--- config.mk ---
export PLATFORM = sky130hd
export DESIGN_NAME = bellek_hakemi
export DESIGN_NICKNAME = d
export VERILOG_FILES = /design/src/rtl/bellek_hakemi.sv
export SDC_FILE = /design/constraint.sdc
export NUM_CORES = 1
export LEC_CHECK = 0
export CORE_ASPECT_RATIO = 1.1
export CORE_MARGIN = 10
export CORE_UTILIZATION = 29
export CTS_BUF_LIST = sky130_fd_sc_hd__clkbuf_8
export DETAILED_ROUTE_END_ITERATION = 10
export PLACE_DENSITY = 0.83
export SLEW_MARGIN = 30
export SYNTH_ARGS = -nofsm -noshare
export SYNTH_HDL_FRONTEND = slang
export SYNTH_SLANG_ARGS = --single-unit
--- constraint.sdc ---
create_clock -name clk_i -period 2.8 [get_ports clk_i]
set_input_delay 0.28 -clock clk_i [delete_from_list [all_inputs] [get_ports clk_i]]
set_output_delay 0.28 -clock clk_i [all_outputs]
set_load 0.005 [all_outputs]
--- src/rtl/bellek_hakemi.sv ---
// rtl/bellek_hakemi.sv - ib/vb arbiter for one shared L1 port with in-order response tag FIFO
// Optional feature: define BELLEK_HAKEMI_RR_EN for round-robin choice instead of fixed vb priority.
module bellek_hakemi #(
  parameter int MAX_BEKLEYEN = 4,
  parameter int ACLIK_SINIRI = 3
) (
  input  logic        clk_i,
  input  logic        rst_i,
  input  logic [31:0] ib_istek_adres_i,
  input  logic        ib_istek_gecerli_i,
  output logic        ib_istek_hazir_o,
  output logic [31:0] ib_yanit_veri_o,
  output logic        ib_yanit_gecerli_o,
  input  logic        ib_yanit_hazir_i,
  input  logic        ib_iptal_i,
  input  logic [31:0] vb_istek_adres_i,
  input  logic [31:0] vb_istek_veri_i,
  input  logic        vb_istek_yaz_i,
  input  logic [3:0]  vb_istek_maske_i,
  input  logic        vb_istek_gecerli_i,
  output logic        vb_istek_hazir_o,
  output logic [31:0] vb_yanit_veri_o,
  output logic        vb_yanit_gecerli_o,
  input  logic        vb_yanit_hazir_i,
  output logic [31:0] bel_istek_adres_o,
  output logic [31:0] bel_istek_veri_o,
  output logic        bel_istek_yaz_o,
  output logic [3:0]  bel_istek_maske_o,
  output logic        bel_istek_gecerli_o,
  input  logic        bel_istek_hazir_i,
  input  logic [31:0] bel_yanit_veri_i,
  input  logic        bel_yanit_gecerli_i,
  output logic        bel_yanit_hazir_o
);

  localparam int PW = $clog2(MAX_BEKLEYEN);
  localparam logic [PW:0] DERINLIK = MAX_BEKLEYEN[PW:0];
  localparam logic KAYNAK_IB = 1'b0;
  localparam logic KAYNAK_VB = 1'b1;

  typedef enum logic {SECIM, KILIT} durum_t;

  durum_t        durum;
  logic          kilit_kaynak;
  logic          kaynak_q [MAX_BEKLEYEN];
  logic          yaz_q    [MAX_BEKLEYEN];
  logic          dusur_q  [MAX_BEKLEYEN];
  logic [PW-1:0] yaz_ptr;
  logic [PW-1:0] oku_ptr;
  logic [PW:0]   doluluk;

  logic dolu, bos, secim, kazanan, istek_var, kabul;
  logic bas_kaynak, bas_yaz, bas_dusur, sessiz;
  logic yanit_hazir, ib_gecerli, vb_gecerli, cek;

`ifdef BELLEK_HAKEMI_RR_EN
  logic son_kazanan;

  always_comb begin
    if (ib_istek_gecerli_i && vb_istek_gecerli_i) secim = ~son_kazanan;
    else if (ib_istek_gecerli_i)                  secim = KAYNAK_IB;
    else                                          secim = KAYNAK_VB;
  end
`else
  localparam int AW = $clog2(ACLIK_SINIRI + 1);
  localparam logic [AW-1:0] SINIR = AW'(ACLIK_SINIRI);
  logic [AW-1:0] aclik;

  // vb has priority until ib has watched SINIR consecutive vb grants
  always_comb begin
    if (ib_istek_gecerli_i && vb_istek_gecerli_i) secim = (aclik == SINIR) ? KAYNAK_IB : KAYNAK_VB;
    else if (ib_istek_gecerli_i)                  secim = KAYNAK_IB;
    else                                          secim = KAYNAK_VB;
  end
`endif

  assign dolu      = (doluluk == DERINLIK);
  assign bos       = (doluluk == '0);
  assign kazanan   = (durum == KILIT) ? kilit_kaynak : secim;
  assign istek_var = ~dolu & (kazanan ? vb_istek_gecerli_i : ib_istek_gecerli_i);
  assign kabul     = istek_var & bel_istek_hazir_i;

  assign bel_istek_gecerli_o = ~rst_i & istek_var;
  assign ib_istek_hazir_o    = ~rst_i & ~dolu & ~kazanan & bel_istek_hazir_i;
  assign vb_istek_hazir_o    = ~rst_i & ~dolu & kazanan & bel_istek_hazir_i;
  assign bel_istek_adres_o   = rst_i ? '0 : (kazanan ? vb_istek_adres_i : ib_istek_adres_i);
  assign bel_istek_veri_o    = (rst_i | ~kazanan) ? '0 : vb_istek_veri_i;
  assign bel_istek_yaz_o     = ~rst_i & kazanan & vb_istek_yaz_i;
  assign bel_istek_maske_o   = rst_i ? 4'h0 : (kazanan ? vb_istek_maske_i : 4'hF);

  assign bas_kaynak = kaynak_q[oku_ptr];
  assign bas_yaz    = yaz_q[oku_ptr];
  assign bas_dusur  = dusur_q[oku_ptr];
  assign sessiz     = bas_dusur | (bas_kaynak & bas_yaz);

  always_comb begin
    yanit_hazir = 1'b0;
    ib_gecerli  = 1'b0;
    vb_gecerli  = 1'b0;
    if (!bos && !rst_i) begin
      if (sessiz) begin
        yanit_hazir = 1'b1;
      end else if (bas_kaynak == KAYNAK_IB) begin
        ib_gecerli  = bel_yanit_gecerli_i & ~ib_iptal_i;
        yanit_hazir = ib_yanit_hazir_i | ib_iptal_i;
      end else begin
        vb_gecerli  = bel_yanit_gecerli_i;
        yanit_hazir = vb_yanit_hazir_i;
      end
    end
  end

  assign cek                = bel_yanit_gecerli_i & yanit_hazir;
  assign bel_yanit_hazir_o  = yanit_hazir;
  assign ib_yanit_gecerli_o = ib_gecerli;
  assign vb_yanit_gecerli_o = vb_gecerli;
  assign ib_yanit_veri_o    = rst_i ? '0 : bel_yanit_veri_i;
  assign vb_yanit_veri_o    = rst_i ? '0 : bel_yanit_veri_i;

  always_ff @(posedge clk_i or posedge rst_i) begin
    if (rst_i) begin
      durum        <= SECIM;
      kilit_kaynak <= KAYNAK_IB;
      yaz_ptr      <= '0;
      oku_ptr      <= '0;
      doluluk      <= '0;
      for (int i = 0; i < MAX_BEKLEYEN; i++) begin
        kaynak_q[i] <= 1'b0;
        yaz_q[i]    <= 1'b0;
        dusur_q[i]  <= 1'b0;
      end
`ifdef BELLEK_HAKEMI_RR_EN
      son_kazanan <= KAYNAK_IB;
`else
      aclik <= '0;
`endif
    end else begin
      case (durum)
        SECIM: if (istek_var && !bel_istek_hazir_i) begin
          durum        <= KILIT;
          kilit_kaynak <= kazanan;
        end
        KILIT: if (kabul) durum <= SECIM;
        default: durum <= SECIM;
      endcase

      // redirect marks older ib entries; a same-cycle push below overrides its own slot
      for (int i = 0; i < MAX_BEKLEYEN; i++)
        if (ib_iptal_i && kaynak_q[i] == KAYNAK_IB) dusur_q[i] <= 1'b1;

      if (kabul) begin
        kaynak_q[yaz_ptr] <= kazanan;
        yaz_q[yaz_ptr]    <= kazanan & vb_istek_yaz_i;
        dusur_q[yaz_ptr]  <= 1'b0;
        yaz_ptr           <= yaz_ptr + 1'b1;
      end
      if (cek) oku_ptr <= oku_ptr + 1'b1;

      case ({kabul, cek})
        2'b10:   doluluk <= doluluk + 1'b1;
        2'b01:   doluluk <= doluluk - 1'b1;
        default: doluluk <= doluluk;
      endcase

`ifdef BELLEK_HAKEMI_RR_EN
      if (kabul) son_kazanan <= kazanan;
`else
      if (kabul) begin
        if (kazanan == KAYNAK_IB)                     aclik <= '0;
        else if (ib_istek_gecerli_i && aclik != SINIR) aclik <= aclik + 1'b1;
      end
`endif
    end
  end

endmodule

== Yosys cells after proc, flatten, opt, wreduce, memory -nomap -nowiden ==
Cells that the tools add are included.

* Output and inout bits: 139
* Input bits: 142
* Bits in registers: 23

* Muxes and demuxes: 44
* Add/sub/neg operators: 5
* Bitwise gates (word level): 30
* Reductions and logical operators: 16
* Order comparisons: 3
* Eq/ne operators: 6

{| class="wikitable"
|+ Operators by type and width
! kind !! count
|-
| $mux W32 || 4
|-
| $mux W1 || 27
|-
| $and A1 B1 Y1 || 14
|-
| $mux W4 || 3
|-
| $logic_and A1 B1 Y1 || 9
|-
| $not A1 Y1 || 9
|-
| $bwmux W4 || 2
|-
| $add A2 B1 Y2 const B || 3
|-
| $bmux W1 S2 || 3
|-
| $ge A3 B3 Y1 const B || 2
|-
| $not A2 Y3 || 2
|-
| $pmux W3 S2 || 1
|-
| $and A4 B4 Y4 || 1
|-
| $eq A2 B2 Y1 const B || 2
|-
| $mux W2 || 2
|-
| $not A4 Y4 || 1
|-
| $reduce_and A2 Y1 || 2
|-
| $add A3 B1 Y3 const B || 1
|-
| $eq A3 B3 Y1 const B || 1
|-
| $logic_not A1 Y1 || 3
|-
| $logic_not A3 Y1 || 1
|-
| $lt A3 B1 Y1 const B || 1
|-
| $or A1 B1 Y1 || 3
|-
| $sub A3 B1 Y3 const B || 1
|-
| other kinds (6) || 6
|}

== Longest topological paths before layout ==
Gate-level depths: netlist of run 1.

* Depth after elaboration: 11
* Depth in mapped cells: 11

== Worst setup path after synthesis of run 1 ==
Ideal clock, no wire load.

* Path type: flip-flop to flip-flop
* Start point: register doluluk[0]
* End point: register doluluk[2]
* Cell stages (with the launch flop): 11
* Data required time: 2.721 ns
* Arrival time: 2.260 ns
* Path buffers: 1
* Setup time: 0.079 ns
* Period minus slack after synthesis: 2.340 ns
* Slack: 0.460 ns
* Cell sequence: dfrtp_1 > or3b_2 > o2111a_1 > buf_2 > inv_1 > ha_1 > inv_1 > fa_1 > xor2_1 > nor2_1 > xor2_1

* Cells in the longest elaborated chain, start to end: 7

{| class="wikitable"
|+ RTL lines
! element !! RTL line !! text
|-
| from (decl) || 50 || <nowiki>logic [PW:0] doluluk;</nowiki>
|-
| from (signal assigned) || 160 || <nowiki>2'b10: doluluk <= doluluk + 1'b1;</nowiki>
|-
| from (signal assigned) || 161 || <nowiki>2'b01: doluluk <= doluluk - 1'b1;</nowiki>
|-
| from (signal assigned) || 162 || <nowiki>default: doluluk <= doluluk;</nowiki>
|-
| $logic_not A3 Y1 || 78 || <nowiki>assign bos = (doluluk == '0);</nowiki>
|-
| $logic_not A1 Y1 || 100 || <nowiki>if (!bos && !rst_i) begin</nowiki>
|-
| $logic_and A1 B1 Y1 || 100 ||
|-
| $mux W1 || 100 ||
|-
| $and A1 B1 Y1 || 113 || <nowiki>assign cek = bel_yanit_gecerli_i & yanit_hazir;</nowiki>
|-
| $eq A2 B1 Y1 / $eq A2 B2 Y1 (equally long branches) || 159 || <nowiki>case ({kabul, cek})</nowiki>
|-
| $pmux W3 S2 / $reduce_bool A2 Y1 (equally long branches) || n/a ||
|}

Several ways; a longest one is shown, not always the timed one.
A chain may end at the register's enable or synchronous reset.

== Worst setup path in the final report of run 1 ==
* Start point: register oku_ptr[0]
* End point: output bel_yanit_hazir_o

* Cells in the longest elaborated chain, start to end: 8

{| class="wikitable"
|+ RTL lines
! element !! RTL line !! text
|-
| from (decl) || 49 || <nowiki>logic [PW-1:0] oku_ptr;</nowiki>
|-
| from (signal assigned) || 157 || <nowiki>if (cek) oku_ptr <= oku_ptr + 1'b1;</nowiki>
|-
| $not A2 Y3 (not written as such) (*) || 91, 92, 93 ||
|-
| $bmux W1 S2, on equally long branches || 91, 92 ||
|-
| $mux W1, on equally long branches (2 in series) || 91, 92 ||
|-
| $and A1 B1 Y1 || 94 || <nowiki>assign sessiz = bas_dusur | (bas_kaynak & bas_yaz);</nowiki>
|-
| $or A1 B1 Y1 || 94 ||
|-
| $mux W1 (*) || 101 || <nowiki>if (sessiz) begin</nowiki>
|-
| $mux W1 (*) || 100 ||
|-
| to (decl) || 33 || <nowiki>output logic bel_yanit_hazir_o</nowiki>
|}

Every way passes the cells marked *; elsewhere a longest branch is shown, timed or not. The select of a mux whose other input is x is not followed.

==> run_results.csv, run 1 <==
group,metric,value,unit
outcome,status,"complete, no violations",
clock_tree,numCtsBuffers,3,
synth,synth_area_leaders,"dfrtp_1, nand2_1, buf_4",
place,dpl_cell_area,5295,um2
final_layout,fillers,800,
final_layout,antenna_cells,0,
clock_tree,path_clk_slew,80,ps
clock_tree,clk-insertion-delay-late,270,ps
synth,synth_edf_count,0,
hold_path,min_path_type,"primary input to asynchronous set/reset pin",
setup_path,cp.required,2520,ps
route,wl,15140,um
timing,final-max-slew-violation-count,0,
synth,seq_area_frac_synth,0.2235,
place,port_buffers,280,
clock_tree,htree_levels,1,
setup_path,crit_family,"buffers and inverters",
synth,yosysTopAreaCell,"dfrtp_1",
final_layout,area_delta_synth_final,107.7,%
timing,fmax,375.0,MHz
power,swShare,0.4245,
timing,period_share,0.9524,
route,avgViaCountPerCell,4.833,
final_layout,fin_nets,748,
place,globalplace.congestion,0.9993,
timing,fin_skew,1.114,ps
setup_path,cp-startpoint,"oku_ptr[0]",
clock_tree,clk_path_buf_depth,2,
synth,postSynthAreaPerCell,7.173,um2
timing,final_hold_viol_count,0,
synth,ys_top_cells_by_count,"nand2_1, a21oi_1, nor2b_1",
setup_path,critPathBufInv,2,
global_routing,grt_use_total,0.2109,
power,p_per_area,586.7,nW/um2
final_layout,final_area,5348,um2
place,dp_hpwl,13010,um
route,drc,0,
setup_path,end_kind,"output port",
timing,rsz0062_at_grt,"false",
floorplanning,start_util,0.2932,
floorplanning,chipWidth,109.8,um
clock_tree,cts-hold-fix-buffers,0,
setup_path,cp_max_fo,6,
global_routing,first_global_vias,3451,
synth,synth_fa_ha_area_frac,0.03693,
route,wl_per_cell,21.26,um
synth,synth_cell_type_count,46,
timing,fin_hold_ws,95.70,ps
timing,final.setup.tns,0,ps
synth,synthArstFlopShare,1.000,
synth,yosysMostFrequentCell,"nand2_1",
route,ant_nets,0,
setup_path,r2r-start,"oku_ptr[0]",
synth,synthCells,359,
clock_tree,cts.sink_count,23,
global_routing,grt_max_degree,67,
synth,synth_top_family_by_area,"simple AND/OR/NAND/NOR gates",
power,p_int,1.805,mW
synth,synth_xor_area_frac,0.01361,
synth,synth-simple-area-share,0.3455,
clock_tree,cts_tree,"done",
power,p_switching,1.332,mW
setup_path,worst_setup_path_start_kind,"flip-flop",
synth,synth_seq_cells,23,
synth,yosys.area.top_type_share,0.2235,
route,drt_iter0_drc,189,
power,clkPwrFrac,0.066,
route,firstDrtPassIters,4,
final_layout,drive_above_1_share,0.05017,
global_routing,antenna_found_initial,1,
setup_path,cpPeakStageDelay,610,ps
power,p_seq_frac,0.202,
synth,synth_area,2575,um2
floorplanning,coreArea,8783,um2
clock_tree,cts_root_buf,"clkbuf_8",
synth,ys_warn_count,0,
setup_path,crit_slowest_cell,"mux4_2",
setup_path,crit_arrival,2390,ps
power,power_leakage,2.256,nW
synth,synth-compound-area-share,0.1438,
floorplanning,dieArea,13050,um2
timing,min_period,2667,ps
power,ir_drop,0.5359,mV
synth,synth.area.mux_share,0.07434,
synth,synth_ff_type,"dfrtp_1",
global_routing,grt-ovfl-total,0,
run,drv_cap,0,
global_routing,grt_pass1_wl,21470,um
timing,worst_pin_slew,367.4,ps
floorplanning,rows,36,
power,total_power,3.137,mW
setup_path,critical_path_class,"flip-flop to output port",
synth,synth_nets,508,
timing,setup_violations,0,
floorplanning,io_pins,281,
floorplanning,die-height,118.8,um
route,vias,3441,
setup_path,crit_chain,"mux4_2, inv_1, o21ai_2, a211oi_1, clkdlybuf4s50_1",
timing,slew_headroom,0.7481,
power,p_comb_frac,0.732,
[metal layers]
metal / share of wire / up-vias / routed length (um) / GRT usage
met3: 0.14 / 12 / 2049 / 0.09277
met5: 0.00086 / - / 13 / 0
li1: - / 1648 / - / -
met2: 0.51 / 167 / 7652 / 0.3809
met4: 0.010 / 2 / 157 / 0.02606
met1: 0.35 / 1612 / 5264 / 0.2239
[sequential cells by signal, summed over array words and instances (netlist names), named ones only]
name	flops
yaz_q	4
oku_ptr	2
yaz_ptr	2
doluluk	3
kilit_kaynak	1
aclik	2
kaynak_q	4
dusur_q	4
[power by group through the flow]
| stage | Sequential [mW] | Combinational (mW) | Clock, mW |
|---|---|---|---|
| floorplan | 0.584 | 1.24 | 0 |
| global placement | 0.617 | 2.23 | 0 |
| detailed placement | 0.637 | 2.28 | 0 |
| CTS | 0.629 | 2.30 | 0.211 |
| global route | 0.659 | 2.51 | 0.219 |
| finish | 0.634 | 2.30 | 0.208 |
[worst register-to-register path, delay by kind of cell (launching register included)]
kind | cells | cell delay [ps]
muxes | 1 | 610
adders and majority gates | 2 | 590
DFF | 1 | 380
xor gates and xnor gates | 2 | 300
AOI/OAI and AO/OA | 2 | 290
buffers and inverters | 2 | 240
and+or+nand+nor | 1 | 110
[cells by family (layout without fill, tap and decap cells)]
kind of cell / after synthesis / in the layout
AOI/OAI and AO/OA: 61 / 61
xor gates and xnor gates: 4 / 4
adders and majority gates: 7 / 7
buffers and inverters: 75 / 314
DFF: 23 / 23
muxes: 16 / 16
and+or+nand+nor: 173 / 173
[placed cells by master, fill, tap and decap left out, drive strengths merged, types with 2 or more instances in the layout]
| cell type | n |
|---|---|
| nor2 | 12 |
| buf | 13 |
| nor3 | 4 |
| inv | 19 |
| a21oi | 42 |
| o211ai | 3 |
| dfrtp | 23 |
| nand3 | 3 |
| o21ai | 2 |
| nor4 | 2 |
| clkbuf | 3 |
| or3 | 2 |
| nand2 | 73 |
| mux2i | 9 |
| or3b | 2 |
| and3 | 33 |
| nand4 | 2 |
| clkdlybuf4s50 | 279 |
| xnor2 | 2 |
| mux4 | 2 |
| ha | 6 |
| xor2 | 2 |
| a221oi | 2 |
| nor2b | 35 |
| nand2b | 2 |
| a21boi | 2 |
| mux2 | 5 |
[stage by stage]
stage	utilization	worst slack (ps)	std cells
2_1_floorplan	-	460.4	359
3_3_place_gp	0.6028	279.8	707
3_5_place_dp	0.6028	223.4	707
4_1_cts	0.6080	120.3	711
5_1_grt	0.6088	32.31	712
6_report	0.6088	133.4	712
[timing repair]
action,in CTS,in global routing
endpoints found under the setup margin,0,4
buffers inserted,0,1
resized for setup,0,0
[worst paths after layout]
path | cells past startpoint | to | slack [ps]
max | 5 | bel_yanit_hazir_o | 130
max reg2reg | 10 | doluluk[2] | 210
max in group asynchronous | 3 | doluluk[2] | 2110
min reg2reg | 1 | aclik[0] | 500
min | 2 | asynchronous set/reset pin | 100
min in group clk_i | 1 | aclik[0] | 500
[area by class of cell]
type / instances / area (um2) / area share
timing repair buffer: 292 / 2925 / 0.5470
inverter: 18 / 67.56 / 0.01263
clock inverter: 1 / 3.754 / 0.0007019
tap: 114 / 142.6 / 0.02667
multi-input combinational: 261 / 1592 / 0.2976
clock buffer: 3 / 41.29 / 0.007721
sequential: 23 / 575.6 / 0.1076
Power figures use the tool's default switching activity.
==> run 2: changes to the inputs <==
--- a/config.mk
+++ b/config.mk
@@ -5,12 +5,11 @@
 export SDC_FILE = /design/constraint.sdc
 export NUM_CORES = 1
 export LEC_CHECK = 0
-export CORE_ASPECT_RATIO = 1.1
-export CORE_MARGIN = 10
-export CORE_UTILIZATION = 29
+export CORE_AREA = 2 2 110 112
 export CTS_BUF_LIST = sky130_fd_sc_hd__clkbuf_8
 export DETAILED_ROUTE_END_ITERATION = 10
-export PLACE_DENSITY = 0.83
+export DIE_AREA = 0 0 112 114
+export PLACE_DENSITY = 0.67
 export SLEW_MARGIN = 30
 export SYNTH_ARGS = -nofsm -noshare
 export SYNTH_HDL_FRONTEND = slang
==> run 2 against run 1 <==
Net effect: first-iteration DRC count is 35% lower; clock power shrank 2%; final cell count is 4.8% higher; sequential power hardly changed; power shrank 0.88%; combinational power about the same; die area down 2.2%; core utilization decreased by 15 points; design area increased by 0.87%; register-to-register slack improved by 60 ps; clock skew up 0.86 ps; routed wire length down 19%; highest routed layer is now met4.
==> run_results.csv, run 2 (synthesis results as in run 1) <==
group,metric,value,unit
place,dp_hpwl,10310,um
clock_tree,cts.sink_count,23,
route,wl_per_cell,16.42,um
setup_path,cp.required,2520,ps
run,drv_cap,0,
floorplanning,rows,40,
timing,final_hold_viol_count,0,
route,firstDrtPassIters,4,
final_layout,fin_nets,748,
setup_path,crit_path_end,"vb_yanit_gecerli_o",
place,port_buffers,280,
floorplanning,coreArea,11710,um2
floorplanning,start_util,0.2199,
timing,setup_violations,0,
global_routing,first_global_vias,3226,
timing,rsz0062_at_grt,"false",
clock_tree,htree_levels,1,
timing,setup_ws,157.9,ps
global_routing,grt-ovfl-total,0,
setup_path,end_kind,"output port",
floorplanning,dieArea,12770,um2
outcome,status,"complete, no violations",
timing,fin_skew,1.976,ps
setup_path,crit_chain,"mux4_2, a2111oi_2, clkdlybuf4s50_1",
power,total_power,3.110,mW
route,ant_nets,0,
power,power_leakage,2.265,nW
global_routing,antenna_found_initial,1,
final_layout,final_cell_mix,"clkdlybuf4s50_1, nand2_1, a21oi_1, nor2b_1, and3_1",
setup_path,cp_max_fo,8,
timing,fmax,378.5,MHz
setup_path,critical_path_class,"flip-flop to output port",
place,post-place-ws,113.7,ps
setup_path,reg2reg_depth,10,
route,avgViaCountPerCell,4.475,
timing,final-max-slew-violation-count,0,
clock_tree,path_clk_slew,80,ps
setup_path,crit_arrival,2360,ps
power,ir_drop,0.3710,mV
route,wl,12250,um
timing,period_share,0.9436,
final_layout,reg_top3,"dusur_q: 4 flops, kaynak_q: 4 flops, yaz_q: 4 flops",
clock_tree,clk-insertion-delay-late,260,ps
timing,slew_headroom,0.5499,
clock_tree,cts_root_buf,"clkbuf_8",
clock_tree,numCtsBuffers,3,
timing,final.setup.tns,0,ps
floorplanning,die-height,114,um
hold_path,min_path_type,"flip-flop to flip-flop",
timing,fin_hold_ws,488.8,ps
clock_tree,clk_path_buf_depth,2,
final_layout,drive_above_1_share,0.05351,
setup_path,worst_setup_path_start_kind,"flip-flop",
timing,worst_pin_slew,674.3,ps
place,globalplace.congestion,0.8509,
route,drt_iter0_drc,123,
route,drc,0,
setup_path,cp-startpoint,"oku_ptr[1]",
setup_path,crit_slowest_cell,"mux4_2",
setup_path,timing.rr.end,"doluluk[2]",
power,p_per_area,576.5,nW/um2
setup_path,cpPeakStageDelay,650,ps
global_routing,grt_max_degree,54,
clock_tree,cts_tree,"done",
floorplanning,chipWidth,112,um
setup_path,ff2ff_setup_slack,270,ps
route,vias,3338,
floorplanning,io_pins,281,
final_layout,final_common_cell,"clkdlybuf4s50_1",
timing,min_period,2642,ps
global_routing,grt_use_total,0.1757,
final_layout,area_delta_synth_final,109.5,%
global_routing,grt_pass1_wl,18110,um
setup_path,r2r-start,"oku_ptr[0]",
## run 2: cell types whose count changed in the layout (fill, tap and decap cells not counted), sizes merged
cell | before | now
diode | 0 | 1
## run 2: per-stage QoR
stage,utilization,instances,cell area (um2)
2_1_floorplan,-,359,2575
3_3_place_gp,0.4552,741,5331
3_5_place_dp,0.4552,741,5331
4_1_cts,0.4591,745,5376
5_1_grt,0.4604,745,5391
6_report,0.4606,746,5394
## run 2: layout make-up
cell class	instances	area [um2]
antenna	1	2.502
timing repair buffer	292	2913
inverter	18	67.56
tap	147	183.9
clock buffer	3	41.29
sequential	23	575.6
fill	1139	6317
clock inverter	1	3.754
multi-input combinational	261	1607
## run 2: what timing repair did
| item | 4_1_cts | 5_1_grt |
|---|---|---|
| resized for setup | 0 | 3 |
| hold buffers | 0 | 0 |
| buffers inserted | 0 | 0 |
| setup endpoints to repair | 0 | 35 |
## run 2: routing by layer
layer	wire length, um	track usage
met3	984	0.04516
met5	0	0
met4	303	0.04228
met1	4774	0.2120
met2	6189	0.3143
## run 2: worst min path at each step
stage	start	end	cells after the start
floorplan	ib_iptal_i	dusur_q[2]	2
global placement	aclik[0]	aclik[0]	1
detailed placement	aclik[0]	aclik[0]	1
CTS	aclik[0]	aclik[0]	1
global route	aclik[0]	aclik[0]	1
finish	aclik[0]	aclik[0]	1
## run 2: worst max-delay path: cells and delay by family, from the launching register on
kind            cells  cell delay, ps
mux                 1             650
compound gates      1             370
buf+inv             1             580
flops               1             510
## run 2: report_power, final
group	total [mW]	internal (mW)	switching (mW)
Sequential	0.637	0.494	0.142
Combinational	2.27	1.22	1.05
Clock	0.204	0.0980	0.106
Total	3.11	1.81	1.29
==> run 3: changes to the inputs <==
--- a/config.mk
+++ b/config.mk
@@ -10,6 +10,7 @@
 export DETAILED_ROUTE_END_ITERATION = 10
 export DIE_AREA = 0 0 112 114
 export PLACE_DENSITY = 0.67
+export SETUP_SLACK_MARGIN = 0.1
 export SLEW_MARGIN = 30
 export SYNTH_ARGS = -nofsm -noshare
 export SYNTH_HDL_FRONTEND = slang
==> run 3 against run 2 <==
Net effect: flip-flop and latch count is the same; critical path type is now primary input to output port; worst hold slack is essentially flat; clock power is essentially flat; sequential power grew 0.8%; non-clock buffer count grew 1; design area grew 0.49%; register-to-register slack gained 50 ps; critical path depth grew 4; die area is the same; via count grew 0.51%; final cell count grew 0.13%; routed wire length grew 0.50%.
==> run_results.csv, run 3 (synthesis results as in run 1) <==
group,metric,value,unit
floorplanning,coreArea,11710,um2
final_layout,fin_nets,749,
run,drv_cap,0,
final_layout,final_common_cell,"clkdlybuf4s50_1",
place,dp_hpwl,10310,um
setup_path,worst_setup_path_start_kind,"primary input",
timing,fmax,383.8,MHz
clock_tree,clk-insertion-delay-late,260,ps
clock_tree,cts_root_buf,"clkbuf_8",
floorplanning,die-height,114,um
place,dpl_cell_area,5331,um2
final_layout,reg_top3,"dusur_q: 4 flops, kaynak_q: 4 flops, yaz_q: 4 flops",
power,power_leakage,2.271,nW
power,p_per_area,581.9,nW/um2
setup_path,crit_arrival,2330,ps
timing,final-max-slew-violation-count,0,
clock_tree,clk_path_buf_depth,2,
global_routing,grt_use_total,0.1759,
clock_tree,cts_tree,"done",
final_layout,fillers,1140,
outcome,status,"complete, no violations",
timing,setup_violations,0,
route,ant_nets,0,
route,drc,0,
global_routing,grt_max_degree,54,
setup_path,cp.required,2520,ps
place,port_buffers,280,
floorplanning,dieArea,12770,um2
final_layout,area_delta_synth_final,110.5,%
floorplanning,rows,40,
timing,final.setup.tns,0,ps
global_routing,grt_pass1_wl,18120,um
floorplanning,io_pins,281,
timing,slew_headroom,0.5445,
timing,period_share,0.9305,
clock_tree,cts.sink_count,23,
global_routing,grt-ovfl-total,0,
route,vias,3355,
clock_tree,path_clk_slew,80,ps
global_routing,first_global_vias,3228,
floorplanning,chipWidth,112,um
final_layout,seq_area,576.8,um2
final_layout,drive_above_1_share,0.06177,
place,globalplace.congestion,0.8509,
timing,final_hold_viol_count,0,
clock_tree,cts-hold-fix-buffers,0,
hold_path,min_path_type,"flip-flop to flip-flop",
power,ir_drop,0.3735,mV
route,avgViaCountPerCell,4.491,
final_layout,final_area,5420,um2
route,wl_per_cell,16.48,um
final_layout,final_cell_mix,"clkdlybuf4s50_1, nand2_1, a21oi_1, nor2b_1, and3_1",
setup_path,end_kind,"output port",
clock_tree,numCtsBuffers,3,
final_layout,multi_input_area,1624,um2
timing,fin_skew,2.023,ps
global_routing,antenna_found_initial,1,
timing,worst_pin_slew,682.5,ps
route,drt_iter0_drc,125,
timing,min_period,2605,ps
setup_path,cp_max_fo,36,
route,wl,12310,um
timing,rsz0062_at_grt,"true",
route,firstDrtPassIters,4,
clock_tree,htree_levels,1,
setup_path,critical_path_class,"primary input to output port",
floorplanning,start_util,0.2199,
==> run 3: final timing paths <==
kind | start | to | slack, ps | depth (start not counted)
setup / recovery | ib_istek_gecerli_i | bel_istek_adres_o[4] | 190 | 7
hold / removal | aclik[0] | aclik[0] | 490 | 1
setup reg to reg | oku_ptr[0] | doluluk[2] | 320 | 10
hold reg to reg | aclik[0] | aclik[0] | 490 | 1
max in group asynchronous | rst_i | oku_ptr[1] | 1860 | 3
min in group asynchronous | rst_i | yaz_q[3] | 690 | 3
==> run 3: per-stage QoR <==
step,worst slack (ps),std cells,power (mW),utilization,hold slack [ps]
finish,194.6,747,3.154,0.4628,488.8
global placement,162.8,741,2.858,0.4552,467.2
CTS,128.5,745,3.141,0.4604,492.2
global route,84.87,746,3.416,0.4626,511.7
detailed placement,113.7,741,2.904,0.4552,481.0
floorplan,460.4,359,1.820,-,455.2
==> run 3: metal layers <==
layer,vias to the layer above,global-route usage,wire [um]
met1,1553,0.2126,4849
met4,0,0.04228,279
met3,12,0.04516,929
met5,-,0,0
li1,1655,-,-
met2,135,0.3143,6255
==> run 3: cell type report <==
| class | instances | share of cell area |
|---|---|---|
| multi-input combinational | 261 | 0.2996 |
| clock inverter | 1 | 0.0006925 |
| timing repair buffer | 293 | 0.5388 |
| antenna | 1 | 0.0004617 |
| sequential | 23 | 0.1064 |
| clock buffer | 3 | 0.007618 |
| inverter | 18 | 0.01247 |
| tap | 147 | 0.03393 |
==> run 3: timing repair <==
action,CTS,global route
resized for setup,3,5
gates cloned,0,0
pin swaps,1,0
setup buffers,0,1
setup endpoints to repair,15,13
==> run 3: power breakdown <==
part	internal [mW]	switching (mW)	leakage [nW]	total (mW)
combinational	1.25	1.06	1.98	2.31
sequential	0.496	0.146	0.264	0.642
clock	0.0980	0.106	0.0269	0.204
total	1.84	1.31	2.27	3.15
==> run 3: worst max-delay path, cell delays in order <==
cell and delay, ps:
clkdlybuf4s50_1 520, inv_1 120, o31ai_4 310, buf_12 230, nand2_1 80, a21oi_1 210
clkdlybuf4s50_1 550
